==> src/rtl/dispatch_scheduler.sv <==
`default_nettype none
// ============================================================================
// Module   : dispatch_scheduler
// Brief    : Single-entry issue stage steering held instructions to ALU/MEM,
//            with an optional busy-register scoreboard (DISPATCH_SCOREBOARD_EN).
// Revision : 1.0 - initial release
// ============================================================================
module dispatch_scheduler #(
  parameter int CNT_W = 16
) (
  input  logic             clk,
  input  logic             rst_n,
  input  logic             instr_valid_in,
  input  logic [75:0]      instr_in,
  output logic             instr_ready_out,
  output logic             alu_valid_out,
  input  logic             alu_ready_in,
  output logic             mem_valid_out,
  input  logic             mem_ready_in,
  output logic [75:0]      issue_instr_out,
  input  logic             wb_valid_in,
  input  logic [4:0]       wb_dest_in,
  input  logic             flush_in,
  output logic             stall_out,
  output logic [CNT_W-1:0] issued_count_out
);

  typedef enum logic [1:0] {
    S_EMPTY = 2'd0,
    S_HOLD  = 2'd1,
    S_ISSUE = 2'd2
  } state_t;

  state_t           r_state;
  state_t           w_state_nxt;
  logic [75:0]      r_hold;
  logic [CNT_W-1:0] r_count;

  logic [4:0] w_src1;
  logic [4:0] w_src2;
  logic [4:0] w_dest;
  logic       w_has_addr;
  logic       w_stall_bit;
  logic       w_unit_ready;
  logic       w_issue_fire;
  logic       w_hazard;

  assign w_src1      = r_hold[71:67];
  assign w_src2      = r_hold[66:62];
  assign w_dest      = r_hold[59:55];
  assign w_has_addr  = r_hold[50];
  assign w_stall_bit = r_hold[0];

  assign w_unit_ready = w_has_addr ? mem_ready_in : alu_ready_in;
  // A flush in the handshake cycle cancels the issue entirely.
  assign w_issue_fire = (r_state == S_ISSUE) && w_unit_ready && !flush_in;

`ifdef DISPATCH_SCOREBOARD_EN
  logic [31:1] r_busy;
  logic [31:0] w_busy;

  assign w_busy   = {r_busy, 1'b0};
  assign w_hazard = w_busy[w_src1] | w_busy[w_src2] | w_busy[w_dest];

  always_ff @(posedge clk or negedge rst_n) begin
    if (!rst_n) begin
      r_busy <= '0;
    end else begin
      for (int i = 1; i < 32; i++) begin
        if (w_issue_fire && (w_dest == 5'(i)))
          r_busy[i] <= 1'b1;
        else if (wb_valid_in && (wb_dest_in == 5'(i)))
          r_busy[i] <= 1'b0;
      end
    end
  end
`else
  logic w_unused;
  assign w_unused = ^{wb_valid_in, wb_dest_in};
  assign w_hazard = 1'b0;
`endif

  always_ff @(posedge clk or negedge rst_n) begin
    if (!rst_n) r_state <= S_EMPTY;
    else        r_state <= w_state_nxt;
  end

  always_comb begin
    w_state_nxt     = r_state;
    instr_ready_out = 1'b0;
    alu_valid_out   = 1'b0;
    mem_valid_out   = 1'b0;
    stall_out       = 1'b0;
    case (r_state)
      S_EMPTY: begin
        // Refuse the head while flushing so a popped entry is never lost.
        instr_ready_out = !flush_in;
        if (instr_valid_in) w_state_nxt = S_HOLD;
      end
      S_HOLD: begin
        if (w_stall_bit)   w_state_nxt = S_EMPTY;
        else if (w_hazard) stall_out   = 1'b1;
        else               w_state_nxt = S_ISSUE;
      end
      S_ISSUE: begin
        mem_valid_out = w_has_addr;
        alu_valid_out = !w_has_addr;
        stall_out     = !w_unit_ready;
        if (w_unit_ready) w_state_nxt = S_EMPTY;
      end
      default: w_state_nxt = S_EMPTY;
    endcase
    if (flush_in) w_state_nxt = S_EMPTY;
  end

  always_ff @(posedge clk or negedge rst_n) begin
    if (!rst_n)
      r_hold <= '0;
    else if (w_state_nxt == S_EMPTY)
      r_hold <= '0;
    else if (r_state == S_EMPTY)
      r_hold <= instr_in;
  end

  always_ff @(posedge clk or negedge rst_n) begin
    if (!rst_n)
      r_count <= '0;
    else if (w_issue_fire && (r_count != {CNT_W{1'b1}}))
      r_count <= r_count + 1'b1;
  end

  assign issue_instr_out  = (r_state == S_EMPTY) ? '0 : r_hold;
  assign issued_count_out = r_count;

endmodule
`default_nettype wire

==> config.mk <==
export PLATFORM = sky130hd
export DESIGN_NAME = dispatch_scheduler
export DESIGN_NICKNAME = d
export VERILOG_FILES = /design/src/rtl/dispatch_scheduler.sv
export SDC_FILE = /design/constraint.sdc
export NUM_CORES = 1
export LEC_CHECK = 0
export BUFFER_PORTS_ARGS = -buffer_cell sky130_fd_sc_hd__buf_4
export CAP_MARGIN = 20
export CORE_MARGIN = 4
export CORE_UTILIZATION = 44
export DETAILED_ROUTE_END_ITERATION = 7
export PLACE_DENSITY = 0.78
export SKIP_CTS_REPAIR_TIMING = 1
export SLEW_MARGIN = 20
export SYNTH_ARGS = -nofsm -noshare
export SYNTH_HDL_FRONTEND = slang
export SYNTH_SLANG_ARGS = --single-unit
==> constraint.sdc <==
create_clock -name clk -period 2 [get_ports clk]
set_input_delay 0.5 -clock clk [delete_from_list [all_inputs] [get_ports clk]]
set_output_delay 0.5 -clock clk [all_outputs]
set_load 0.05 [all_outputs]
==> impl_metrics.prom <==
# TYPE chip_impl_metric gauge
chip_impl_metric{name="final.setup.tns",unit="ns"} -2.997
chip_impl_metric{name="synth-seq-cells",unit=""} 94
chip_impl_metric{name="gr-total-overflow",unit=""} 0
chip_impl_metric{name="tritoncts.num_buffers",unit=""} 9
chip_impl_info{name="hp-class",value="in -> async"} 1
chip_impl_info{name="status",value="finished, violations left"} 1
chip_impl_metric{name="power_density",unit="nW/um2"} 644.9
chip_impl_metric{name="numPortBuffers",unit=""} 177
chip_impl_metric{name="drt-initial-drc-count",unit=""} 169
chip_impl_metric{name="clock_insertion_delay_worst_skew",unit="ns"} 0.35
chip_impl_metric{name="dp_cells",unit=""} 790
chip_impl_metric{name="leakage",unit="nW"} 4.371
chip_impl_metric{name="total_number_of_h_tree_levels",unit=""} 3
chip_impl_metric{name="clkSinkCount",unit=""} 94
chip_impl_metric{name="final_cells",unit=""} 831
chip_impl_metric{name="fp.dieH",unit="um"} 108.1
chip_impl_metric{name="fin_skew",unit="ns"} 0.009506
chip_impl_metric{name="post_drt_wl_per_cell",unit="um"} 15.35
chip_impl_metric{name="syn-cell-area",unit="um2"} 4413
chip_impl_metric{name="place_hpwl",unit="um"} 7436
chip_impl_metric{name="nets",unit=""} 782
chip_impl_metric{name="io_pins",unit=""} 184
chip_impl_metric{name="synth.net_count",unit=""} 585
chip_impl_metric{name="worst_slack",unit="ns"} -0.1004
chip_impl_info{name="layout.cells.most_common",value="buf_4"} 1
chip_impl_metric{name="cts.clk_slew.worst_paths",unit="ns"} 0.09
chip_impl_metric{name="min_period_over_period",unit="%"} 105.0
chip_impl_info{name="cp-end-kind",value="output port"} 1
chip_impl_info{name="setup.worst_path.start_class",value="register"} 1
chip_impl_metric{name="synthToLayoutAreaGrowth",unit="%"} 61.64
chip_impl_metric{name="max-slew-margin-rel",unit="%"} 65.93
chip_impl_metric{name="grt_first_pass_wirelength",unit="um"} 16930
chip_impl_metric{name="finalHoldViolations",unit=""} 0
chip_impl_metric{name="insertedDiodeCount",unit=""} 0
chip_impl_metric{name="drt_pass1_iterations",unit=""} 4
chip_impl_metric{name="path_max_fanout",unit=""} 8
chip_impl_metric{name="routabilityCongestion",unit=""} 0.8326
chip_impl_metric{name="post-route-util",unit="%"} 72.98
chip_impl_metric{name="avgViaCountPerCell",unit=""} 4.847
chip_impl_metric{name="dpl_worst_slack",unit="ns"} 0.1822
chip_impl_metric{name="report.final.slew_viol_count",unit=""} 0
chip_impl_info{name="failed_checks",value="negative setup slack"} 1
chip_impl_metric{name="drive_gt1_share",unit="%"} 56.59
chip_impl_metric{name="setup_violations",unit=""} 71
chip_impl_metric{name="core",unit="um2"} 9774
chip_impl_metric{name="grt_start_max_net_pins",unit=""} 95
chip_impl_metric{name="synth_cells",unit=""} 496
chip_impl_metric{name="routed_wl",unit="um"} 12750
chip_impl_metric{name="cts.path.max_buffers",unit=""} 2
chip_impl_metric{name="antenna_found_initial",unit=""} 0
chip_impl_metric{name="required_arrival_time_at_the_worst_endpoint",unit="ns"} 1.50
chip_impl_metric{name="fillerInstances",unit=""} 659
chip_impl_info{name="cts_tree",value="built"} 1
chip_impl_metric{name="synth_seq_area_share",unit="%"} 53.30
chip_impl_metric{name="cp_data_arrival_time",unit="ns"} 1.60
chip_impl_metric{name="die-area",unit="um2"} 11700
chip_impl_metric{name="die_width",unit="um"} 108.1
chip_impl_metric{name="core.rowCount",unit=""} 36
chip_impl_info{name="rsz0062_at_grt",value="yes"} 1
chip_impl_info{name="ctsRootBufferMaster",value="clkbuf_8"} 1
chip_impl_metric{name="initial_core_utilization",unit="%"} 45.15
chip_impl_metric{name="synth.avg_cell_area",unit="um2"} 8.897
chip_impl_metric{name="worst_slew_pin_slew",unit="ns"} 0.5110
chip_impl_metric{name="power.ir.vdd_worst",unit="mV"} 0.4042
chip_impl_metric{name="post_detailed_route_drc_marker_count",unit=""} 0
chip_impl_metric{name="globalRouteTotalUtil",unit="%"} 17.93
chip_impl_metric{name="holdWs",unit="ns"} 0.1886
chip_impl_info{name="worst-setup-path-type",value="reg -> out"} 1
chip_impl_metric{name="synth-warning-count",unit=""} 0
chip_impl_metric{name="synthDistinctLibCells",unit=""} 33
chip_impl_info{name="final_cell_mix",value="buf_4, dfrtp_1, nand2_1"} 1
chip_impl_metric{name="max_cap_viol_count",unit=""} 0
chip_impl_metric{name="fmax",unit="GHz"} 0.4761
chip_impl_metric{name="layout_min_cycle_time",unit="ns"} 2.100
chip_impl_metric{name="drt.antenna.violating_nets",unit=""} 0
chip_impl_metric{name="routed-via-count",unit=""} 4028
chip_impl_metric{name="first_global_vias",unit=""} 3765
[report_power, final]
group,internal [W],switching [W]
Sequential,0.00202,0.0000880
Combinational,0.000477,0.000737
Clock,0.000642,0.000640
Total,0.00313,0.00147
[sequential cells by signal (all words and copies together) (netlist names)]
| signal | flops |
|---|---|
| r_state | 2 |
| r_hold | 76 |
| issued_count_out | 16 |
[logic make-up after synthesis]
group                    Yosys count  share of synthesized area, %
AO/OA/AOI/OAI                     79                         12.56
adder cells (fa/ha/maj)            1                        0.2835
XOR/XNOR                          15                         2.977
multiplexers                       2                        0.5953
flip-flops                        94                         53.30
AND/OR/NAND/NOR                  201                         20.10
buffers and inverters            104                         10.18
[cell usage after synthesis]
cell / count / area share [%]
a211oi_1: 1 / 0.17
a21oi_1: 37 / 4.2
a21oi_2: 40 / 7.9
and2_1: 2 / 0.28
and3_1: 2 / 0.28
and3_2: 1 / 0.17
and4_1: 2 / 0.40
and4b_4: 1 / 0.31
buf_2: 8 / 0.91
buf_4: 1 / 0.17
buf_6: 6 / 1.5
clkbuf_1: 12 / 1.0
dfrtp_1: 94 / 53
ha_1: 1 / 0.28
inv_1: 77 / 6.5
mux2_2: 1 / 0.26
mux2_4: 1 / 0.34
nand2_1: 160 / 14
nand2_2: 1 / 0.14
nand2b_1: 1 / 0.14
nand3_1: 3 / 0.34
nand4_1: 3 / 0.43
nor2_1: 9 / 0.77
nor2_4: 1 / 0.26
nor3_1: 6 / 0.68
nor3b_1: 2 / 0.34
nor3b_2: 1 / 0.28
nor4_1: 2 / 0.28
nor4_2: 1 / 0.28
nor4_4: 2 / 0.96
o21bai_2: 1 / 0.26
or2_2: 1 / 0.14
xor2_1: 15 / 3.0
[metrics by stage]
step                      total power (W)  instance area [um2]
after floorplan                  0.002693                 4415
after global placement           0.003043                 5886
after detailed placement         0.003061                 5886
after CTS                        0.004343                 6086
after global routing             0.004799                 7133
final                            0.004600                 7133
[worst paths after layout]
path,to,startpoint,slack (ns),cells past startpoint
setup / recovery,issue_instr_out[49],r_state[1],-0.10,5
hold / removal,issued_count_out[6],rst_n,0.19,2
setup reg to reg,issued_count_out[1],issued_count_out[0],0.14,5
hold reg to reg,issued_count_out[7],issued_count_out[7],0.49,1
max in group asynchronous,r_hold[18],rst_n,1.41,2
min in group clk,r_state[0],instr_valid_in,0.37,2
[routing by layer]
layer  vias to the layer above  track usage, %  wire length (um)
met3                        23           3.881               890
met4                         0           7.665               277
li1                       1914               -                 -
met5                         -               0                 0
met1                      1933           22.15              4901
met2                       158           30.37              6684
[final cells by class]
type / count / area, um2 / area share, %
clock buffer: 12 / 155.1 / 2.175
timing repair buffer: 212 / 2082 / 29.19
clock inverter: 4 / 45.04 / 0.6315
multi-input combinational: 299 / 2041 / 28.61
inverter: 77 / 291.5 / 4.087
tap: 133 / 166.4 / 2.333
sequential: 94 / 2352 / 32.98
[worst max-delay path, cell delays in order, from the launching register on]
cell and delay [ns]:
dfrtp_1 0.40, or2_4 0.34, buf_8 0.18, nand2_1 0.10
inv_1 0.07, buf_6 0.15
Note: power is estimated with default switching activity, not from simulation.
